<file path="config.mk">
export PLATFORM = sky130hd
export DESIGN_NAME = round_robin_arbiter
export DESIGN_NICKNAME = d
export VERILOG_FILES = /design/src/rtl/arbiter_pkg.sv /design/src/rtl/priority_encoder_tree.sv /design/src/rtl/round_robin_arbiter.sv
export SDC_FILE = /design/constraint.sdc
export NUM_CORES = 1
export LEC_CHECK = 0
export BUFFER_PORTS_ARGS = -buffer_cell sky130_fd_sc_hd__buf_2
export CELL_PAD_IN_SITES_DETAIL_PLACEMENT = 1
export CELL_PAD_IN_SITES_GLOBAL_PLACEMENT = 1
export CORE_MARGIN = 8
export CORE_UTILIZATION = 41
export DETAILED_ROUTE_END_ITERATION = 16
export PLACE_DENSITY = 0.79
export SLEW_MARGIN = 20
export SYNTH_ARGS = -nofsm -noshare
export SYNTH_HDL_FRONTEND = slang
export SYNTH_SLANG_ARGS = --single-unit
</file>
<file path="constraint.sdc">
create_clock -name clk -period 7.87 [get_ports clk]
set_clock_uncertainty 0.2 [all_clocks]
set_input_delay 0.3935 -clock clk [delete_from_list [all_inputs] [get_ports clk]]
set_output_delay 0.3935 -clock clk [all_outputs]
set_load 0.01 [all_outputs]
</file>
<file path="src/rtl/arbiter_pkg.sv">
// Shared types and helpers for the round-robin arbiter and its priority encoders.
package arbiter_pkg;

  typedef enum logic {
    IDLE  = 1'b0,
    GRANT = 1'b1
  } arb_state_e;

  // Index width that never collapses to zero bits for a single requester.
  function automatic int idx_w(input int n);
    return (n > 1) ? $clog2(n) : 1;
  endfunction

endpackage

</file>
<file path="src/rtl/priority_encoder_tree.sv">
// Lowest-set-index priority encoder; IMPLEMENTATION 0 scans SPLIT-wide groups, otherwise a flat scan.
module priority_encoder_tree
  import arbiter_pkg::*;
#(
  parameter int WIDTH          = 16,
  parameter int SPLIT          = 4,
  parameter int IMPLEMENTATION = 0
) (
  input  logic [WIDTH-1:0]        enc_in,
  output logic [idx_w(WIDTH)-1:0] enc_idx,
  output logic                    enc_vld
);

  localparam int IW     = idx_w(WIDTH);
  localparam int SP     = (SPLIT < 1) ? 1 : SPLIT;
  localparam int GROUPS = (WIDTH + SP - 1) / SP;
  localparam int PW     = GROUPS * SP;

  logic [PW-1:0] w_pad;

  assign w_pad = PW'(enc_in);

  always_comb begin
    logic          grp_any;
    logic [IW-1:0] grp_idx;
    grp_any = 1'b0;
    grp_idx = '0;
    enc_idx = '0;
    enc_vld = 1'b0;
    if (IMPLEMENTATION == 0) begin
      // Groups are scanned high to low so the lowest non-empty group wins.
      for (int g = GROUPS - 1; g >= 0; g--) begin
        grp_any = 1'b0;
        grp_idx = '0;
        for (int b = SP - 1; b >= 0; b--) begin
          if (w_pad[g*SP+b]) begin
            grp_any = 1'b1;
            grp_idx = IW'(g*SP+b);
          end
        end
        if (grp_any) begin
          enc_vld = 1'b1;
          enc_idx = grp_idx;
        end
      end
    end else begin
      for (int i = WIDTH - 1; i >= 0; i--) begin
        if (enc_in[i]) begin
          enc_vld = 1'b1;
          enc_idx = IW'(i);
        end
      end
    end
  end

endmodule

</file>
<file path="src/rtl/round_robin_arbiter.sv">
// Registered round-robin arbiter with a hold limit that preempts a long-running holder.
module round_robin_arbiter
  import arbiter_pkg::*;
#(
  parameter int WIDTH          = 16,
  parameter int SPLIT          = 4,
  parameter int IMPLEMENTATION = 0,
  parameter int HOLD_MAX       = 8
) (
  input  logic                    clk,
  input  logic                    rst_n,
  input  logic [WIDTH-1:0]        req,
  output logic [WIDTH-1:0]        gnt,
  output logic                    gnt_vld,
  output logic [idx_w(WIDTH)-1:0] gnt_idx
);

  localparam int             IW      = idx_w(WIDTH);
  localparam int             CW      = idx_w((HOLD_MAX > 1) ? HOLD_MAX : 2);
  localparam logic [CW-1:0]  CNT_MAX = CW'((HOLD_MAX > 0) ? HOLD_MAX - 1 : 0);
  localparam bit             PREEMPT = (HOLD_MAX > 0) && (WIDTH > 1);

  arb_state_e       r_state, w_state_nxt;
  logic [WIDTH-1:0] r_gnt, w_gnt_nxt;
  logic             r_gnt_vld, w_gnt_vld_nxt;
  logic [IW-1:0]    r_gnt_idx, w_gnt_idx_nxt;
  logic [IW-1:0]    r_ptr, w_ptr_nxt;
  logic [CW-1:0]    r_cnt, w_cnt_nxt;

  logic [WIDTH-1:0] w_cand, w_mask, w_masked;
  logic [IW-1:0]    w_any_idx, w_msk_idx, w_win_idx;
  logic             w_any_vld, w_msk_vld;
  logic             w_hold, w_others, w_expired;

  // While granting, the current holder is excluded so a release or preemption never re-picks it.
  assign w_cand = (r_state == IDLE) ? req : (req & ~r_gnt);

  always_comb begin
    w_mask = '0;
    for (int i = 0; i < WIDTH; i++) w_mask[i] = (i > int'(r_ptr));
  end

  assign w_masked = w_cand & w_mask;

  priority_encoder_tree #(
    .WIDTH(WIDTH), .SPLIT(SPLIT), .IMPLEMENTATION(IMPLEMENTATION)
  ) u_enc_any (
    .enc_in(w_cand), .enc_idx(w_any_idx), .enc_vld(w_any_vld)
  );

  priority_encoder_tree #(
    .WIDTH(WIDTH), .SPLIT(SPLIT), .IMPLEMENTATION(IMPLEMENTATION)
  ) u_enc_msk (
    .enc_in(w_masked), .enc_idx(w_msk_idx), .enc_vld(w_msk_vld)
  );

  assign w_win_idx = w_msk_vld ? w_msk_idx : w_any_idx;
  assign w_hold    = req[r_gnt_idx];
  assign w_others  = |(req & ~r_gnt);
  assign w_expired = PREEMPT && (r_cnt == CNT_MAX);

  always_comb begin
    w_state_nxt   = r_state;
    w_gnt_nxt     = r_gnt;
    w_gnt_vld_nxt = r_gnt_vld;
    w_gnt_idx_nxt = r_gnt_idx;
    w_ptr_nxt     = r_ptr;
    w_cnt_nxt     = r_cnt;
    if ((r_state == IDLE) || !w_hold || (w_expired && w_others)) begin
      if (w_any_vld) begin
        w_state_nxt            = GRANT;
        w_gnt_nxt              = '0;
        w_gnt_nxt[w_win_idx]   = 1'b1;
        w_gnt_vld_nxt          = 1'b1;
        w_gnt_idx_nxt          = w_win_idx;
        w_ptr_nxt              = w_win_idx;
        w_cnt_nxt              = '0;
      end else begin
        w_state_nxt   = IDLE;
        w_gnt_nxt     = '0;
        w_gnt_vld_nxt = 1'b0;
      end
    end else if (r_cnt != CNT_MAX) begin
      w_cnt_nxt = r_cnt + CW'(1);
    end
  end

  always_ff @(posedge clk or negedge rst_n) begin
    if (!rst_n) begin
      r_state   <= IDLE;
      r_gnt     <= '0;
      r_gnt_vld <= 1'b0;
      r_gnt_idx <= '0;
      r_ptr     <= IW'(WIDTH - 1);
      r_cnt     <= '0;
    end else begin
      r_state   <= w_state_nxt;
      r_gnt     <= w_gnt_nxt;
      r_gnt_vld <= w_gnt_vld_nxt;
      r_gnt_idx <= w_gnt_idx_nxt;
      r_ptr     <= w_ptr_nxt;
      r_cnt     <= w_cnt_nxt;
    end
  end

  assign gnt     = r_gnt;
  assign gnt_vld = r_gnt_vld;
  assign gnt_idx = r_gnt_idx;

endmodule

</file>
==> impl_metrics.env, run 1 <==
export IMPL_finalSetupTns_ns=0
export IMPL_num_rows=27
export IMPL_worst_pin_slew_ns=0.895
export IMPL_avgRoutedWirePerCell_um=22.6
export IMPL_grt_first_pass_wirelength_um=12800
export IMPL_grt_setup_unrepaired="no"
export IMPL_async_flop_share_pct=100
export IMPL_worstPathMaxFanout=27
export IMPL_fmax_mhz=271
export IMPL_ys_types=67
export IMPL_reg2reg_depth=7
export IMPL_antenna_found_initial=0
export IMPL_grt_max_degree=29
export IMPL_die_area_mm2=0.00847
export IMPL_drc=0
export IMPL_pre_cts_ws_ns=4.28
export IMPL_path_clk_slew_ns=0.11
export IMPL_crit_slowest_cell="dfrtp_1"
export IMPL_endpoint_kind="flop"
export IMPL_die_h_um=92.0
export IMPL_gp_congestion=0.920
export IMPL_cap_violations=0
export IMPL_final_area_mm2=0.00264
export IMPL_report_final_setup_viol=0
export IMPL_numClockSinks=28
export IMPL_root_buffer="clkbuf_8"
export IMPL_synthesis_instances=249
export IMPL_finalMaxSlewViolations=0
export IMPL_dieWidth_um=92.0
export IMPL_cp_slowest_stage_delay_ns=0.95
export IMPL_grt_pass1_vias=2359
export IMPL_first_pass_iters=4
export IMPL_gr_total_overflow=0
export IMPL_viasPerCell=6.58
export IMPL_syn_num_nets=269
export IMPL_synthesis_area_mm2=0.00237
export IMPL_total_power_uw=1210
export IMPL_fin_crit_sh_pct=46.9
export IMPL_drtAntennaViolNets=0
export IMPL_route_met2_wl_um=3710
export IMPL_num_vias=2315
export IMPL_port_buffers=38
export IMPL_worst_slack_ns=4.18
export IMPL_initial_core_util_pct=42.8
export IMPL_worstPathArrival_ns=3.61
export IMPL_critPathKind="reg2reg"
export IMPL_drive_gt1_share_pct=29.6
export IMPL_synth_seq_area_share_pct=29.8
export IMPL_hold_violations=0
export IMPL_diodes=0
export IMPL_place_area_mm2=0.00255
export IMPL_required_ns=7.79
export IMPL_synth_area_per_cell_um2=9.52
export IMPL_hpwl_um=6240
export IMPL_synth_enable_flop_cells=0
export IMPL_cts_tree="built"
export IMPL_wl_met3_um=504
export IMPL_first_iter_violations=179
export IMPL_vdd_ir_drop_max_v=0.000211
export IMPL_area_growth_pct=11.3
export IMPL_status="finished clean"
export IMPL_powerDensity_mw_per_mm2=457
export IMPL_htree_levels=1
export IMPL_core_area_mm2=0.00554
export IMPL_met1_length_um=3560
export IMPL_period_needed_ns=3.69
export IMPL_min_path_type="reg2reg"
export IMPL_p_leak_uw=0.00110
export IMPL_cts_buffers=3
export IMPL_maxUsedRoutingLayer="met4"
export IMPL_insertion_delay_ns=0.28
export IMPL_holdPathStages=1
export IMPL_fillCellCount=662
export IMPL_grt_usage_pct=18.7
export IMPL_layout_nets=301
export IMPL_synth_warning_count=0
export IMPL_wirelength_um=7940
export IMPL_post_cts_buffers=0
export IMPL_pin_count=39
export IMPL_ys_flop_type="dfrtp_1"
export IMPL_startpoint_type="flop"
export IMPL_cp_cell_sequence="a21boi_1, a32oi_4, o211ai_4, nand2b_4, or3_1, o31ai_2, o41ai_1"
export IMPL_max_slew_margin_pct=40.3
export IMPL_cts_buffer_depth=2
export IMPL_synth_seq_cells=28
through the flow:
stage,hold WS (ns),util [%],cells
floorplan,-0.102,-,249
global placement,0.239,46.1,347
detailed placement,0.248,46.1,347
CTS,0.340,47.6,352
global route,0.375,47.6,352
finish,0.326,47.6,352
flip-flops by register name (all words and copies together), names as in the netlist:
register and count:
r_ptr 4, gnt_idx 4, r_cnt 3, gnt_vld 1, gnt 16
layout by cell type (no fill, tap or decap), drive strengths merged, types with 3 or more instances in the layout:
master / count
buf: 38
nand2: 32
dfrtp: 24
nor2: 15
nor2b: 13
o31ai: 12
a21boi: 12
inv: 10
a21oi: 9
o41ai: 9
o21ai: 8
or3: 5
mux4: 5
o21ba: 5
o211ai: 5
nor3: 4
and3: 4
a2111oi: 4
dfstp: 4
mux2: 4
a21bo: 4
o21a: 3
nand4: 3
o22ai: 3
clkbuf: 3
nand2b: 3
nand3b: 3
nand3: 3
cells by family (layout without fill, tap and decap cells):
family	after synthesis	count (layout)	share of synthesized area (%)
AO/OA/AOI/OAI	97	97	36.5
AND/OR/NAND/NOR	91	91	20.2
multiplexers	9	9	6.81
buffers and inverters	22	53	5.65
flip-flops	28	28	29.8
adder cells (fa/ha/maj)	2	2	1.06
final cells by class:
type                       count  area, um2  area share (%)
multi-input combinational    199       1530            58.1
sequential                    28        706            26.8
timing repair buffer          39        200            7.59
tap                           72       90.1            3.42
clock buffer                   3       41.3            1.57
inverter                      10       37.5            1.42
clock inverter                 1       30.0            1.14
synth_stat cells, types with 3 or more instances:
library cell	number	area, um2
o21a_1	3	22.5
o22ai_1	3	18.8
a21oi_1	9	45.0
nand2_1	31	116
a21boi_1	4	30.0
and3_1	4	25.0
dfrtp_1	24	601
nor3_1	4	20.0
inv_1	10	37.5
mux2_2	3	33.8
buf_6	6	67.6
nor2_1	15	56.3
or3_1	5	31.3
nor2b_1	13	81.3
o21ai_0	5	25.0
a2111oi_0	4	35.0
dfstp_2	4	105
o41ai_1	8	70.1
nand4_1	3	18.8
buf_2	5	25.0
mux4_2	5	113
o21ai_1	3	15.0
o21ba_2	4	40.0
a21boi_0	6	45.0
o31ai_1	10	75.1
path summary, 6_finish.rpt:
path	start	to	slack [ns]
max	gnt_vld$_DFFE_PN0N_	gnt[1]$_DFFE_PN0N_	4.18
min in group asynchronous	rst_n	r_cnt[0]$_DFFE_PN0P_	0.47
max in group asynchronous	rst_n	gnt[1]$_DFFE_PN0N_	6.57
min	r_cnt[0]$_DFFE_PN0P_	r_cnt[0]$_DFFE_PN0P_	0.33
min reg2reg	r_cnt[0]$_DFFE_PN0P_	r_cnt[0]$_DFFE_PN0P_	0.33
max reg2reg	gnt_vld$_DFFE_PN0N_	gnt[1]$_DFFE_PN0N_	4.18
metal layers:
layer / global-route usage [%] / vias up
li1: - / 1032
met1: 24.7 / 1174
met2: 30.1 / 89
met3: 4.07 / 20
met4: 5.10 / 0
met5: 0 / -
critical path, delay by kind of cell, from the launching register on:
family	cells	cell delay, ns
compound gates	5	1.84
simple gates	2	0.55
flops	1	0.95
what timing repair did:
item / in CTS / in global routing
hold buffers: 1 / 0
gates resized for setup: 0 / 0
hold endpoints to repair: 24 / 0
report_power, final:
part           total [uW]  leakage [uW]  internal (uW)  switching (uW)
registers             304      0.000355            212            92.3
logic                 787      0.000709            286             501
clock network         115     0.0000357           68.2            47.1
total                1210       0.00110            566             640
Power figures use the tool's default switching activity.
==> run 2: changes to the inputs <==
Settings changed: ABC_AREA from default to 1, CORE_UTILIZATION 41 to 35.
Clock period 7.87 ns to 3.15 ns, I/O delays scaled along.
==> impl_metrics.env, run 2 <==
export IMPL_grt_pass1_vias=2647
export IMPL_cts_tree="built"
export IMPL_worst_hold_slack_ns=0.221
export IMPL_antenna_found_initial=0
export IMPL_worstPathMaxFanout=16
export IMPL_viasPerCell=5.29
export IMPL_synth_simple_area_share_pct=42.2
export IMPL_num_rows=29
export IMPL_cts_buffer_depth=2
export IMPL_fin_util_pct=40.3
export IMPL_report_final_setup_viol=0
export IMPL_first_iter_violations=118
export IMPL_ys_types=31
export IMPL_synth_area_per_cell_um2=6.35
export IMPL_hpwl_um=6260
export IMPL_crit_end="gnt[9]$_DFFE_PN0N_"
export IMPL_yosysTopAreaCell="dfrtp_1"
export IMPL_synth_top_area_share_pct=27.3
export IMPL_min_path_type="in2async"
export IMPL_most_common_layout_cells="nand2_1 (124), inv_1 (41), nand3_1 (41), buf_2 (38), dfrtp_1 (24)"
export IMPL_r2r_start="gnt_vld$_DFFE_PN0N_"
export IMPL_worstPathArrival_ns=2.77
export IMPL_critPathTopFamily="simple AND/OR/NAND/NOR gates"
export IMPL_ys_flop_type="dfrtp_1"
export IMPL_num_vias=2433
export IMPL_diodes=0
export IMPL_first_pass_iters=4
export IMPL_grt_max_degree=29
export IMPL_ctsHoldBuffers=1
export IMPL_synth_warning_count=0
export IMPL_numClockSinks=28
export IMPL_endpoint_kind="flop"
export IMPL_dieWidth_um=95.3
export IMPL_synth_area_leaders="dfrtp_1 (27%), nand2_1 (21%), nand3_1 (9.3%), inv_1 (7.0%), dfstp_2 (4.8%)"
export IMPL_synthesis_instances=347
export IMPL_gp_congestion=0.883
export IMPL_placed_cells=456
export IMPL_cts_buffers=3
export IMPL_syn_num_nets=367
export IMPL_grt_first_pass_wirelength_um=12600
export IMPL_die_area_mm2=0.00909
export IMPL_cp_slowest_stage_delay_ns=0.78
export IMPL_worst_pin_slew_ns=0.662
export IMPL_yosys_top_cells_count="nand2_1 (124), inv_1 (41), nand3_1 (41)"
export IMPL_wirelength_um=7580
export IMPL_async_flop_share_pct=100
export IMPL_root_buffer="clkbuf_8"
export IMPL_synthAdderAreaFrac_pct=1.14
export IMPL_avgRoutedWirePerCell_um=16.5
export IMPL_largest_reg_flops=16
export IMPL_layout_nets=405
export IMPL_cts_resized=0
export IMPL_finalNonFillerCells=460
export IMPL_core_area_mm2=0.00620
export IMPL_path_clk_slew_ns=0.10
export IMPL_fillCellCount=855
export IMPL_worst_path_stages=12
export IMPL_synth_compound_area_share_pct=14.7
export IMPL_fin_crit_sh_pct=87.2
export IMPL_critPathKind="reg2reg"
export IMPL_grt_setup_unrepaired="no"
export IMPL_drtAntennaViolNets=0
export IMPL_crit_slowest_cell="dfrtp_1"
export IMPL_p_leak_uw=0.00141
export IMPL_vdd_ir_drop_max_v=0.000475
export IMPL_fmax_mhz=364
export IMPL_synthMuxAreaShare_pct=0
export IMPL_synth_top_family_by_area="simple AND/OR/NAND/NOR gates"
export IMPL_synthesis_area_mm2=0.00220
export IMPL_initial_core_util_pct=35.5
export IMPL_r2r_slack_ns=0.40
export IMPL_htree_levels=1
export IMPL_insertion_delay_ns=0.28
export IMPL_final_common_cell="nand2_1"
export IMPL_drive_gt1_share_pct=20.1
export IMPL_synth_seq_cells=28
export IMPL_max_slew_margin_pct=55.8
export IMPL_finalSetupTns_ns=0
export IMPL_cp_cell_sequence="a21oi_1, nand3_1, nand2_1, nor2_1, nand2_2, inv_1, nand2_1, inv_2, nand3_2, nor2_2, nand3_1, nand2_1"
export IMPL_place_area_mm2=0.00245
export IMPL_post_cts_buffers=0
export IMPL_path_buf_inv=2
export IMPL_port_buffers=38
export IMPL_startpoint_type="flop"
export IMPL_gr_total_overflow=0
export IMPL_finalMaxSlewViolations=0
export IMPL_status="finished clean"
export IMPL_reg2reg_to="gnt[9]$_DFFE_PN0N_"
export IMPL_grt_usage_pct=17.7
export IMPL_final_area_mm2=0.00250
export IMPL_powerDensity_mw_per_mm2=989
export IMPL_crit_start="gnt_vld$_DFFE_PN0N_"
export IMPL_drc=0
export IMPL_period_needed_ns=2.75
export IMPL_synth_xor_area_share_pct=0
export IMPL_pin_count=39
export IMPL_cp_common_cell="nand2_1"
export IMPL_die_h_um=95.3
export IMPL_synth_seq_area_share_pct=32.0
export IMPL_required_ns=3.17
export IMPL_reg2reg_depth=12
export IMPL_hold_violations=0
export IMPL_area_growth_pct=13.6
export IMPL_synth_enable_flop_cells=0
export IMPL_yosysMostFrequentCell="nand2_1"
export IMPL_cap_violations=0
run 2: cell types whose count changed in the layout (fill, tap and decap cells not counted), moves of 8 or more:
cell / change
nor2_1: +9
inv_1: +31
o21ai_0: +10
o31ai_1: -10
o41ai_1: -8
nor2b_1: -13
nand2_1: +93
a21oi_1: +9
nand3_1: +39
run 2: logic make-up (layout without fill, tap and decap cells):
group	count (synthesis)	after routing
DFF	28	28
adders and majority gates	2	2
AOI/OAI and AO/OA	53	53
and+or+nand+nor	210	210
buffers and inverters	54	90
run 2: through the flow:
stage	power, uW	worst slack [ns]
finish	2470	0.403
floorplan	1780	1.04
CTS	2480	0.408
global route	2700	0.151
detailed placement	2270	0.430
global placement	2200	0.551
run 2: worst min path at each step:
stage                      from                    to  slack [ns]
after floorplan           rst_n    gnt[0]$_DFFE_PN0N_       -0.34
after global placement    rst_n  r_cnt[0]$_DFFE_PN0P_        0.02
after detailed placement  rst_n  r_cnt[0]$_DFFE_PN0P_        0.02
after CTS                 rst_n  r_cnt[0]$_DFFE_PN0P_        0.26
after global routing      rst_n  r_cnt[0]$_DFFE_PN0P_        0.32
final                     rst_n  r_cnt[0]$_DFFE_PN0P_        0.22
run 2: power breakdown:
| part | internal (uW) | switching, uW | total [uW] | leakage [uW] |
|---|---|---|---|---|
| Combinational | 449 | 1110 | 1560 | 0.00102 |
| Sequential | 508 | 209 | 717 | 0.000360 |
| Clock | 86.1 | 112 | 198 | 0.0000216 |
run 2: layout make-up:
class / instances / area [um2] / share of cell area (%)
Multi-Input combinational cell: 265 / 1280 / 51.1
Clock buffer: 3 / 41.3 / 1.65
Inverter: 48 / 180 / 7.20
Sequential cell: 28 / 706 / 28.2
Tap cell: 77 / 96.3 / 3.85
Timing Repair Buffer: 39 / 200 / 8.00
run 2: routing by layer:
layer,part of all wire (%),GRT usage [%]
met5,0,0
met4,3.4,7.54
met3,3.3,2.44
met2,49,30.8
met1,44,21.2
